### config.mk
export PLATFORM = sky130hd
export DESIGN_NAME = ex_stage_alu_ctrl
export DESIGN_NICKNAME = d
export VERILOG_FILES = /design/src/rtl/ex_pkg.sv /design/src/rtl/ex_stage_alu_ctrl_instr_decoder.sv /design/src/rtl/ex_stage_alu_ctrl.sv
export SDC_FILE = /design/constraint.sdc
export NUM_CORES = 1
export LEC_CHECK = 0
export CORE_MARGIN = 10
export CORE_UTILIZATION = 47
export DETAILED_ROUTE_END_ITERATION = 6
export PLACE_DENSITY_LB_ADDON = 0.1
export SETUP_SLACK_MARGIN = 0.02
export SYNTH_ARGS = -nofsm -noshare
export SYNTH_HDL_FRONTEND = slang
export SYNTH_SLANG_ARGS = --single-unit
### constraint.sdc
create_clock -name clock -period 6 [get_ports clock]
set_clock_uncertainty 0.05 [all_clocks]
set_input_delay 1.2 -clock clock [delete_from_list [all_inputs] [get_ports clock]]
set_output_delay 1.2 -clock clock [all_outputs]
set_load 0.02 [all_outputs]
### src/rtl/ex_pkg.sv
// Shared constants for the ID/EX decode-execute slice: opcodes, funct fields,
// operand-mux encodings and bit positions of the 16-bit control bundle.
package ex_pkg;

  localparam int unsigned ILEN   = 32;
  localparam int unsigned CTRL_W = 16;

  typedef enum logic [6:0] {
    OP_R      = 7'b0110011,
    OP_IMM    = 7'b0010011,
    OP_LOAD   = 7'b0000011,
    OP_STORE  = 7'b0100011,
    OP_BRANCH = 7'b1100011,
    OP_MAC    = 7'b0001011
  } opcode_e;

  localparam logic [2:0] F3_ADD_SUB = 3'b000;
  localparam logic [2:0] F3_SLL     = 3'b001;
  localparam logic [2:0] F3_SRA     = 3'b101;
  localparam logic [2:0] F3_OR      = 3'b110;
  localparam logic [2:0] F3_AND     = 3'b111;
  localparam logic [2:0] F3_ADDI    = 3'b000;
  localparam logic [2:0] F3_LW      = 3'b010;
  localparam logic [2:0] F3_SW      = 3'b010;
  localparam logic [2:0] F3_BEQ     = 3'b000;
  localparam logic [2:0] F3_MAC     = 3'b000;

  localparam logic [6:0] F7_BASE = 7'b0000000;
  localparam logic [6:0] F7_ALT  = 7'b0100000;

  // bit0: B takes the immediate, bit1: A takes the PC
  typedef enum logic [1:0] {
    MUX_RR = 2'b00,
    MUX_RI = 2'b01,
    MUX_PI = 2'b11
  } mux_sel_e;

  localparam int unsigned CB_ADD    = 15;
  localparam int unsigned CB_SUB    = 14;
  localparam int unsigned CB_AND    = 13;
  localparam int unsigned CB_OR     = 12;
  localparam int unsigned CB_ADDI   = 11;
  localparam int unsigned CB_SLL    = 10;
  localparam int unsigned CB_SRA    = 9;
  localparam int unsigned CB_BEQ    = 8;
  localparam int unsigned CB_SW     = 7;
  localparam int unsigned CB_LW     = 6;
  localparam int unsigned CB_MAC    = 5;
  localparam int unsigned CB_RD_MEM = 4;
  localparam int unsigned CB_WR_MEM = 3;
  localparam int unsigned CB_WR_RD  = 2;
  localparam int unsigned CB_MUX_HI = 1;
  localparam int unsigned CB_MUX_LO = 0;

endpackage

### src/rtl/ex_stage_alu_ctrl_instr_decoder.sv
// Pure combinational ID-stage decode of a 32-bit instruction into the control bundle.
// MAC_DECODE_EN enables decoding of the custom MAC opcode; otherwise it is a NOP.
module instr_decoder
  import ex_pkg::*;
(
  input  logic [ILEN-1:0]   id_instr,
  output logic [CTRL_W-1:0] id_ctrl
);

  logic [6:0] opcode;
  logic [2:0] funct3;
  logic [6:0] funct7;
  logic       unused_fields;

  assign opcode        = id_instr[6:0];
  assign funct3        = id_instr[14:12];
  assign funct7        = id_instr[31:25];
  assign unused_fields = ^{id_instr[24:15], id_instr[11:7]};

  always_comb begin
    id_ctrl = '0;
    case (opcode)
      OP_R: begin
        if (funct7 == F7_BASE) begin
          case (funct3)
            F3_ADD_SUB: id_ctrl[CB_ADD] = 1'b1;
            F3_AND:     id_ctrl[CB_AND] = 1'b1;
            F3_OR:      id_ctrl[CB_OR]  = 1'b1;
            F3_SLL:     id_ctrl[CB_SLL] = 1'b1;
            default:    ;
          endcase
        end else if (funct7 == F7_ALT) begin
          case (funct3)
            F3_ADD_SUB: id_ctrl[CB_SUB] = 1'b1;
            F3_SRA:     id_ctrl[CB_SRA] = 1'b1;
            default:    ;
          endcase
        end
        // unsupported funct combinations leave the whole bundle as a NOP
        id_ctrl[CB_WR_RD] = |id_ctrl[CB_ADD:CB_MAC];
      end
      OP_IMM: if (funct3 == F3_ADDI) begin
        id_ctrl[CB_ADDI]               = 1'b1;
        id_ctrl[CB_WR_RD]              = 1'b1;
        id_ctrl[CB_MUX_HI:CB_MUX_LO]   = MUX_RI;
      end
      OP_LOAD: if (funct3 == F3_LW) begin
        id_ctrl[CB_LW]                 = 1'b1;
        id_ctrl[CB_RD_MEM]             = 1'b1;
        id_ctrl[CB_WR_RD]              = 1'b1;
        id_ctrl[CB_MUX_HI:CB_MUX_LO]   = MUX_RI;
      end
      OP_STORE: if (funct3 == F3_SW) begin
        id_ctrl[CB_SW]                 = 1'b1;
        id_ctrl[CB_WR_MEM]             = 1'b1;
        id_ctrl[CB_MUX_HI:CB_MUX_LO]   = MUX_RI;
      end
      OP_BRANCH: if (funct3 == F3_BEQ) begin
        id_ctrl[CB_BEQ]                = 1'b1;
        id_ctrl[CB_MUX_HI:CB_MUX_LO]   = MUX_PI;
      end
`ifdef MAC_DECODE_EN
      OP_MAC: if (funct3 == F3_MAC) begin
        id_ctrl[CB_MAC]                = 1'b1;
        id_ctrl[CB_WR_RD]              = 1'b1;
      end
`endif
      default: ;
    endcase
  end

endmodule

### src/rtl/ex_stage_alu_ctrl.sv
// Decode + execute slice: ID decode, ID/EX control register, EX ALU, EX/MEM result register.
// MAC_DECODE_EN (in instr_decoder) enables the custom MAC opcode decode.
module ex_stage_alu_ctrl
  import ex_pkg::*;
#(
  parameter int unsigned XLEN = 32
) (
  input  logic                clock,
  input  logic                rst_n,
  input  logic [ILEN-1:0]     id_instr,
  output logic [CTRL_W-1:0]   id_ctrl,
  output logic [CTRL_W-1:0]   ex_ctrl,
  input  logic [XLEN-1:0]     ex_a,
  input  logic [XLEN-1:0]     ex_b,
  input  logic                ex_branch_taken,
  output logic [XLEN-1:0]     ex_alu_result,
  output logic [XLEN-1:0]     mem_alu_result
);

  logic [CTRL_W-1:0] ex_ctrl_d, ex_ctrl_q;
  logic [XLEN-1:0]   mem_alu_result_d, mem_alu_result_q;
  logic [XLEN-1:0]   sum;

  instr_decoder u_decoder (
    .id_instr (id_instr),
    .id_ctrl  (id_ctrl)
  );

  always_comb begin
    ex_ctrl_d        = id_ctrl;
    mem_alu_result_d = ex_alu_result;
  end

  always_ff @(posedge clock or negedge rst_n) begin
    if (!rst_n) begin
      ex_ctrl_q        <= '0;
      mem_alu_result_q <= '0;
    end else begin
      ex_ctrl_q        <= ex_ctrl_d;
      mem_alu_result_q <= mem_alu_result_d;
    end
  end

  assign sum = ex_a + ex_b;

  // priority chain only matters if several strobes are ever set; mac and NOP yield 0
  always_comb begin
    ex_alu_result = '0;
    if (ex_ctrl_q[CB_ADD])       ex_alu_result = sum;
    else if (ex_ctrl_q[CB_SUB])  ex_alu_result = ex_a - ex_b;
    else if (ex_ctrl_q[CB_ADDI]) ex_alu_result = sum;
    else if (ex_ctrl_q[CB_AND])  ex_alu_result = ex_a & ex_b;
    else if (ex_ctrl_q[CB_OR])   ex_alu_result = ex_a | ex_b;
    else if (ex_ctrl_q[CB_SLL])  ex_alu_result = ex_a << ex_b[4:0];
    else if (ex_ctrl_q[CB_SRA])  ex_alu_result = $unsigned($signed(ex_a) >>> ex_b[4:0]);
    else if (ex_ctrl_q[CB_LW])   ex_alu_result = sum;
    else if (ex_ctrl_q[CB_SW])   ex_alu_result = sum;
    else if (ex_ctrl_q[CB_BEQ])  ex_alu_result = ex_branch_taken ? sum : '0;
  end

  assign ex_ctrl        = ex_ctrl_q;
  assign mem_alu_result = mem_alu_result_q;

endmodule

==> impl_metrics.toml <==
[floorplan]
die_area_um2 = 29300
io-pin-count = 195
rows = 55
die_w_um = 171
initial_utilization = 0.477
die_h_um = 171
core_area_um2 = 22600

[clock_tree]
cts_root_buffer = "clkbuf_16"
cts_buffers = 5
cts_buffer_depth = 2
clock_sink_count = 44
htree_levels = 2
clkTransAtPathRegs_ns = 0.07
clock_latency_ns = 0.31
cts_tree = "built"

[power]
internal-power_w = 0.00105
ir_drop_v = 0.000103
p_leak_nw = 6.95
p_clk_frac = 0.187
combPwrFrac = 0.647
p_per_area_nw_per_um2 = 120
switching_share = 0.428
p_seq_frac = 0.165
power.total_w = 0.00183
switchingPower_w = 0.000783

[sta]
rsz0062_at_grt = "no"
relSlewSlack = 0.238
period_share = 0.985
fmax_ghz = 0.169
min_period_ns = 5.91
fin_tns_setup_ns = 0
drv_slew = 0
hold_violations = 0
max_slew.worst_pin.slew_ns = 1.14
setup_viol = 0

[layout]
most-common-layout-cells = "buf_4, a21oi_1, nor2_1"
final_common_cell = "buf_4"
finalNonFillerCells = 2070
fin_util = 0.675
drive_gt1_frac = 0.278
area_growth_pct = 41.6
diodes = 0
fin_nets = 1981

[hold_path]
min_path_type = "flip-flop to flip-flop"
hold_end = "mem_alu_result[9]"
min-delay-start = "ex_ctrl[15]"
holdPathStages = 3

[setup_path]
cp_data_arrival_time_ns = 4.66
end_kind = "primary output"
crit_type = "input pin to primary output"
rr_startpoint = "ex_ctrl[10]"
r2r_cells = 9
cp.required_ns = 4.75
start_kind = "input pin"
worstReg2RegEnd = "mem_alu_result[17]"
rrSetupSlack_ns = 2.99
critPathMaxFanout = 10

[drt]
antenna_left = 0
drc = 0
drt_iter0_drc = 1818
via_per_inst = 6.57
wire_per_inst_um = 25.4
first_pass_iters = 6
route.vias.total = 13600
drt_wl_total_um = 52500

[global_routing]
grt_max_degree = 74
grt_usage = 0.343
grt_pass1_wl_um = 77700
grt_overflow_total = 0
grt_pass1_vias = 12800
antenna_found_initial = 1

[yosys]
yosys_warnings = 0
synth_area_leaders = "mux4_2, ha_1, dfrtp_1, a21oi_1, nor2_1"
yosysTopAreaCell = "mux4_2"
synth.avg_cell_area_um2 = 7.72
synth-edff-count = 0
syn-cell-area_um2 = 10800
synth_seq_area_share = 0.102
synth_top_area_frac = 0.140
syn_inst = 1394
async_flop_share = 1.00
ys_ff_latch = 44
synth.distinct_cells = 86
synth-main-ff-cell = "dfrtp_1"

[placed_design]
dp_cells = 2052
place_congestion = 1.06
dp_hpwl_um = 41000
io_buffers = 177

[flow_run]
maxCapViolations = 0

[status]
status = "finished, final reports clean"
==> area by class of cell <==
class	count	area, um2
Tap cell	285	357
Timing Repair Buffer	497	4170
Clock inverter	3	46.3
Sequential cell	44	1100
Inverter	108	405
Fill cell	1966	7330
Multi-Input combinational cell	1128	9030
Clock buffer	5	125
==> repair_timing <==
| item | 4_1_cts | 5_1_grt |
|---|---|---|
| endpoints found under the setup margin | 23 | 23 |
| pin swaps | 16 | 19 |
| setup buffers | 6 | 4 |
| resized for setup | 86 | 57 |
| hold buffers | 0 | 0 |
==> worst max-delay path: stages <==
cell and delay (ns):
clkdlybuf4s50_1 0.49, buf_4 0.23, ha_1 0.24, a21oi_1 0.18, o21ai_1 0.13, a211o_1 0.31, a21oi_2 0.21, a31oi_1 0.14
buf_4 0.19, o41ai_4 0.40, buf_4 0.17, mux2i_1 0.20, a21oi_1 0.09, a221o_1 0.32, buf_6 0.15
==> layer usage <==
metal | track usage | up-vias | share of wire
met5 | 0 | - | 0
li1 | - | 6001 | -
met2 | 0.506 | 947 | 0.43
met3 | 0.0885 | 133 | 0.13
met1 | 0.469 | 6517 | 0.40
met4 | 0.130 | 0 | 0.037
==> flip-flops by register name, indices dropped and copies added (netlist names) <==
register	flops
ex_ctrl	12
mem_alu_result	32
==> Yosys cell counts, types with 11 or more instances <==
master and number:
a21oi_1 142, nor2_1 140, nand2_1 114, inv_1 103
ha_1 96, o21ai_0 78, mux4_2 67, clkbuf_1 62
dfrtp_1 44, mux2i_1 41, a211oi_1 37, nor3_1 36
mux2_2 21, xnor2_1 21, buf_2 20, nand3_1 20
o21bai_1 20, a221oi_1 17, o211ai_1 16, buf_4 15
o31ai_1 15, a21o_1 14, buf_1 13, nand2b_1 13
o221ai_1 13, o22ai_1 13, a221o_1 12, a22oi_1 11
==> logic make-up (layout without fill, tap and decap cells) <==
| logic type | Yosys count | after routing | synth area share |
|---|---|---|---|
| AO/OA/AOI/OAI | 489 | 489 | 0.310 |
| buffers and inverters | 223 | 613 | 0.0888 |
| adder cells (fa/ha/maj) | 98 | 98 | 0.115 |
| other | 1 | 2 | 0.000348 |
| XOR/XNOR | 28 | 28 | 0.0228 |
| AND/OR/NAND/NOR | 382 | 382 | 0.160 |
| flip-flops | 44 | 44 | 0.102 |
| multiplexers | 129 | 129 | 0.200 |
==> metrics by stage <==
stage | setup slack [ns] | hold WS [ns] | instance area (um2)
2_1_floorplan | 0.0222 | 0.854 | 10800
3_3_place_gp | -0.659 | 0.813 | 14700
3_5_place_dp | -0.738 | 0.833 | 14700
4_1_cts | 0.0396 | 0.846 | 15000
5_1_grt | 0.00420 | 0.911 | 15200
6_report | 0.0897 | 0.873 | 15200
==> power groups by stage <==
stage | logic [W] | clock network (W) | registers (W)
after floorplan | 0.000586 | 0 | 0.000316
after global placement | 0.00109 | 0 | 0.000309
after detailed placement | 0.00110 | 0 | 0.000309
after CTS | 0.00113 | 0.000347 | 0.000303
after global routing | 0.00126 | 0.000365 | 0.000303
final | 0.00119 | 0.000343 | 0.000303
==> how the worst max path moves through the flow <==
stage                   from                 to  slack [ns]  cells past startpoint
floorplan            ex_b[2]  ex_alu_result[26]        0.02                     16
global placement     ex_a[1]  ex_alu_result[31]       -0.66                     15
detailed placement   ex_a[1]  ex_alu_result[31]       -0.74                     15
CTS                  ex_a[8]  ex_alu_result[19]        0.04                     16
global route         ex_a[7]  ex_alu_result[26]       0.004                     16
finish              ex_a[11]  ex_alu_result[29]        0.09                     15
Note: power is estimated with default switching activity, not from simulation.
